## src/rtl/menu_cursor.sv

```systemverilog
// Menu cursor: edge-detected left/right/select buttons move a committed slot
// index and animate the cursor x toward that slot; selections wait for an ack.
module menu_cursor #(
    parameter int unsigned               N_ITEMS  = 4,
    parameter logic [N_ITEMS*16-1:0]     POS_X    = {16'd490, 16'd335, 16'd205, 16'd65},
    parameter int unsigned               MY       = 430,
    parameter int unsigned               R        = 10,
    parameter int unsigned               STEP     = 4,
    parameter int unsigned               TICK_DIV = 1,
    parameter int unsigned               WRAP     = 1,
    localparam int unsigned              IW       = (N_ITEMS > 1) ? $clog2(N_ITEMS) : 1
) (
    input  logic          i_clk,
    input  logic          i_rst_n,
    input  logic          i_enable,
    input  logic          i_left,
    input  logic          i_right,
    input  logic          i_select,
    input  logic          i_sel_ack,
    output logic [15:0]   o_cx,
    output logic [15:0]   o_cy,
    output logic [15:0]   o_cr,
    output logic [IW-1:0] o_index,
    output logic          o_moving,
    output logic          o_sel_valid,
    output logic [IW-1:0] o_sel_index
);

    localparam int unsigned   TW        = (TICK_DIV > 1) ? $clog2(TICK_DIV) : 1;
    localparam logic [TW-1:0] TICK_LAST = TW'(TICK_DIV - 1);
    localparam logic [IW-1:0] LAST_IDX  = IW'(N_ITEMS - 1);
    localparam logic [15:0]   STEP16    = 16'(STEP);
    localparam logic [15:0]   CX_RST    = POS_X[15:0];

    typedef enum logic [1:0] {
        IDLE   = 2'd0,
        MOVE   = 2'd1,
        SELECT = 2'd2
    } state_t;

    state_t        state_q, state_d;
    logic [IW-1:0] index_q, index_d;
    logic [15:0]   cx_q, cx_d;
    logic [TW-1:0] tick_q, tick_d;
    logic          sel_valid_q, sel_valid_d;
    logic [IW-1:0] sel_index_q, sel_index_d;
    logic          left_dly_q, right_dly_q, select_dly_q;

    logic          left_cmd, right_cmd, sel_cmd;
    logic [15:0]   target;
    logic [15:0]   cx_step;

    assign left_cmd  = i_left   & ~left_dly_q;
    assign right_cmd = i_right  & ~right_dly_q;
    assign sel_cmd   = i_select & ~select_dly_q;

    always_comb begin
        target = CX_RST;
        for (int unsigned k = 0; k < N_ITEMS; k++) begin
            if (index_q == IW'(k)) begin
                target = POS_X[k*16 +: 16];
            end
        end
    end

    // One animation step toward the target, clamped so it lands exactly on it.
    always_comb begin
        cx_step = cx_q;
        if (cx_q < target) begin
            cx_step = ((target - cx_q) <= STEP16) ? target : cx_q + STEP16;
        end else if (cx_q > target) begin
            cx_step = ((cx_q - target) <= STEP16) ? target : cx_q - STEP16;
        end
    end

    // State register (delay copies reset to 1 so a held button is not a command)
    always_ff @(posedge i_clk or negedge i_rst_n) begin
        if (!i_rst_n) begin
            state_q      <= IDLE;
            index_q      <= '0;
            cx_q         <= CX_RST;
            tick_q       <= '0;
            sel_valid_q  <= 1'b0;
            sel_index_q  <= '0;
            left_dly_q   <= 1'b1;
            right_dly_q  <= 1'b1;
            select_dly_q <= 1'b1;
        end else begin
            state_q      <= state_d;
            index_q      <= index_d;
            cx_q         <= cx_d;
            tick_q       <= tick_d;
            sel_valid_q  <= sel_valid_d;
            sel_index_q  <= sel_index_d;
            left_dly_q   <= i_left;
            right_dly_q  <= i_right;
            select_dly_q <= i_select;
        end
    end

    always_comb begin
        state_d     = state_q;
        index_d     = index_q;
        cx_d        = cx_q;
        tick_d      = tick_q;
        sel_valid_d = sel_valid_q;
        sel_index_d = sel_index_q;
        case (state_q)
            IDLE: begin
                if (i_enable) begin
                    if (sel_cmd) begin
                        state_d     = SELECT;
                        sel_valid_d = 1'b1;
                        sel_index_d = index_q;
                    end else if (left_cmd && !right_cmd) begin
                        if (index_q != '0) begin
                            index_d = index_q - IW'(1);
                            state_d = MOVE;
                            tick_d  = '0;
                        end else if (WRAP != 0) begin
                            index_d = LAST_IDX;
                            state_d = MOVE;
                            tick_d  = '0;
                        end
                    end else if (right_cmd && !left_cmd) begin
                        if (index_q != LAST_IDX) begin
                            index_d = index_q + IW'(1);
                            state_d = MOVE;
                            tick_d  = '0;
                        end else if (WRAP != 0) begin
                            index_d = '0;
                            state_d = MOVE;
                            tick_d  = '0;
                        end
                    end
                end
            end
            MOVE: begin
                // Slots sharing an x-coordinate leave nothing to animate.
                if (cx_q == target) begin
                    state_d = IDLE;
                end else if (tick_q == TICK_LAST) begin
                    tick_d = '0;
                    cx_d   = cx_step;
                    if (cx_step == target) begin
                        state_d = IDLE;
                    end
                end else begin
                    tick_d = tick_q + TW'(1);
                end
            end
            SELECT: begin
                if (i_sel_ack) begin
                    state_d     = IDLE;
                    sel_valid_d = 1'b0;
                end
            end
            default: state_d = IDLE;
        endcase
    end

    always_comb begin
        o_cx        = cx_q;
        o_cy        = 16'(MY);
        o_cr        = 16'(R);
        o_index     = index_q;
        o_moving    = (state_q == MOVE);
        o_sel_valid = sel_valid_q;
        o_sel_index = sel_index_q;
    end

endmodule

```

## config.mk

```make
export PLATFORM = sky130hd
export DESIGN_NAME = menu_cursor
export DESIGN_NICKNAME = d
export VERILOG_FILES = /design/src/rtl/menu_cursor.sv
export SDC_FILE = /design/constraint.sdc
export NUM_CORES = 1
export LEC_CHECK = 0
export CORE_MARGIN = 1
export CORE_UTILIZATION = 55
export CTS_BUF_LIST = sky130_fd_sc_hd__clkbuf_8 sky130_fd_sc_hd__clkbuf_16
export DETAILED_ROUTE_END_ITERATION = 16
export PLACE_DENSITY = 0.82
export SLEW_MARGIN = 40
export SYNTH_ARGS = -nofsm -noshare
export SYNTH_HDL_FRONTEND = slang
export SYNTH_SLANG_ARGS = --single-unit
```

## constraint.sdc

```tcl
create_clock -name i_clk -period 5.2 [get_ports i_clk]
set_clock_uncertainty 0.2 [all_clocks]
set_input_delay 1.04 -clock i_clk [delete_from_list [all_inputs] [get_ports i_clk]]
set_output_delay 1.04 -clock i_clk [all_outputs]
set_load 0.05 [all_outputs]
```

==> flow_metrics.py <==
metrics = {
    "status": {
        "status": "completed",
    },
    "logic_synthesis": {
        "synthArstFlopShare_pct": 100,
        "synth_enable_flop_cells": 0,
        "syn_area_um2": 3600,
        "syn-mean-instance-area_um2": 8.06,
        "ys_seq_area_share_pct": 18.2,
        "synth_top_area_share_pct": 14.6,
        "syn_inst": 447,
        "ys_warn_count": 0,
        "synth.distinct_cells": 93,
        "ys_seq_elements": 26,
        "synth.area.top_cells": "dfrtp_1, buf_4, ha_1, nor2_1, nand2_1",
        "synth_top_cell_by_area": "dfrtp_1",
        "yosys_most_used_dff": "dfrtp_1",
    },
    "clocking": {
        "cts_buffers": 3,
        "clkTransAtPathRegs_ps": 100,
        "clockRootBuffer": "clkbuf_8",
        "cts_setup_buffers": 0,
        "hold_buffers": 0,
        "numClockSinks": 26,
        "clock_latency_ps": 290,
        "cts_resized": 0,
        "cts.htree.levels": 1,
        "cts_tree": "built",
        "cts.path.max_buffers": 2,
    },
    "layout": {
        "seqCellArea_um2": 657,
        "layout-drive-gt1-share_pct": 15.0,
        "num-fill-cells": 586,
        "final_cell_mix": "nor2_1, nand2_1, conb_1",
        "num_antenna_cells": 0,
        "final_cell_count_no_fill": 538,
        "layout.nets": 488,
        "multi_input_area_um2": 2570,
        "layout_commonest_cell": "nor2_1",
        "area_delta_synth_final_pct": 5.38,
    },
    "global_route": {
        "grt_pass1_wl_um": 17300,
        "grt_max_degree": 27,
        "grt_usage_pct": 31.1,
        "busiest_layer": "met2",
        "use_met2_pct": 49.2,
        "grt_use_met1_pct": 41.5,
        "grt-ovfl-total": 0,
        "antenna_found_initial": 0,
        "grt_pass1_vias": 3366,
        "use_met3_pct": 3.58,
    },
    "hold_path": {
        "hold_path.class": "reg2reg",
        "hold_depth": 2,
        "hold_path_startpoint": "o_sel_index[1]",
        "min_to": "o_sel_index[1]",
    },
    "routing": {
        "wire_per_inst_um": 19.4,
        "firstDrtPassIters": 5,
        "drtIter0Drc": 277,
        "vias_per_cell": 6.53,
        "ant_nets": 0,
        "drc": 0,
        "wl_um": 10500,
        "vias": 3511,
    },
    "die": {
        "start_util_pct": 56.7,
        "die_w_um": 82.9,
        "io_pins": 61,
        "core_area_um2": 6350,
        "die_area_um2": 6880,
        "die_h_um": 82.9,
        "rows": 29,
    },
    "timing": {
        "tns_ps": 0,
        "fin_crit_ps": 4840,
        "setup_viol": 0,
        "fin_hold_ws_ps": 304,
        "relSlewSlack_pct": 53.2,
        "hold_violations": 0,
        "finalCritPeriodShare_pct": 93.2,
        "clock.fmax_mhz": 206,
        "rsz0062_at_grt": "false",
        "drv_slew": 0,
        "tightest_slew_ps": 701,
    },
    "worst_setup_path": {
        "cp-start-kind": "flip-flop",
        "cp-end-kind": "flip-flop",
        "required_ps": 5170,
        "r2r_start": "o_index[0]",
        "path_max_fanout": 10,
        "reg2reg_slack_ps": 360,
        "worstPathArrival_ps": 4810,
        "rr_worst_depth": 15,
        "path_class": "reg2reg",
        "rr_endpoint": "state_q[0]",
        "crit_path_start": "o_index[0]",
    },
    "place": {
        "dp.final_hpwl_um": 7920,
        "gp_congestion": 1.01,
        "port_buffers": 28,
        "placedCellCount": 534,
    },
    "run": {
        "drv_cap": 0,
    },
}
[area by class of cell]
class	instances	area share (%)
Multi-Input combinational cell	373	67.6
Sequential cell	26	17.3
Timing Repair Buffer	36	8.96
Tap cell	77	2.54
Inverter	22	2.17
Clock buffer	4	1.45
[sequential cells by signal, summed over array words and instances (netlist names)]
register      flops
o_cx             16
o_index           2
o_sel_index       2
state_q           2
left_dly_q        1
o_sel_valid       1
right_dly_q       1
select_dly_q      1
[worst max-delay path: stages, from the launching register on]
cell	delay, ps
dfrtp_1	540
inv_1	150
ha_1	310
nor2_2	260
clkinv_1	170
ha_1	420
and2_4	200
a221o_1	370
a2111oi_4	470
nor2_2	110
o211a_4	290
nor4_4	380
a311oi_1	150
or4_1	440
o22ai_2	170
a41oi_2	110
[how the worst max path moves through the flow]
stage / endpoint / cells past startpoint / slack [ps]
6_report: state_q[0] / 15 / 360
5_1_grt: state_q[0] / 15 / 80
4_1_cts: state_q[0] / 15 / 250
3_5_place_dp: state_q[0] / 15 / 270
3_3_place_gp: state_q[0] / 15 / 290
2_1_floorplan: state_q[0] / 15 / 450
[per-stage QoR]
step	instance area, um2	worst slack, ps	util [%]
after floorplan	3720	450	-
after global placement	3730	289	58.7
after detailed placement	3730	272	58.7
after CTS	3780	248	59.5
after global routing	3800	75.5	59.8
final	3800	356	59.8
[logic make-up after synthesis]
family | synth area share (%)
compound gates | 25.6
xor+xnor | 5.10
fa+ha+maj | 6.60
buf+inv | 14.1
flops | 18.2
mux | 2.74
other cells | 0.208
simple gates | 27.4
[layer usage]
metal,up-vias,wire [um]
met4,0,529
met1,1654,4290
met2,203,4810
met5,-,0
met3,42,821
li1,1612,-
[synthesized netlist by cell type (all sizes together) (10+ instances only)]
| master | number |
|---|---|
| clkbuf | 12 |
| dfrtp | 21 |
| nor2 | 44 |
| ha | 19 |
| a21oi | 18 |
| xnor2 | 11 |
| inv | 21 |
| buf | 44 |
| o21ai | 26 |
| nand3 | 11 |
| nor3 | 19 |
| nand2 | 37 |
| xor2 | 10 |
Power is left out: the tool's default activity adds up to more than one toggle a clock period on the data nets, which glitch-free logic cannot reach.
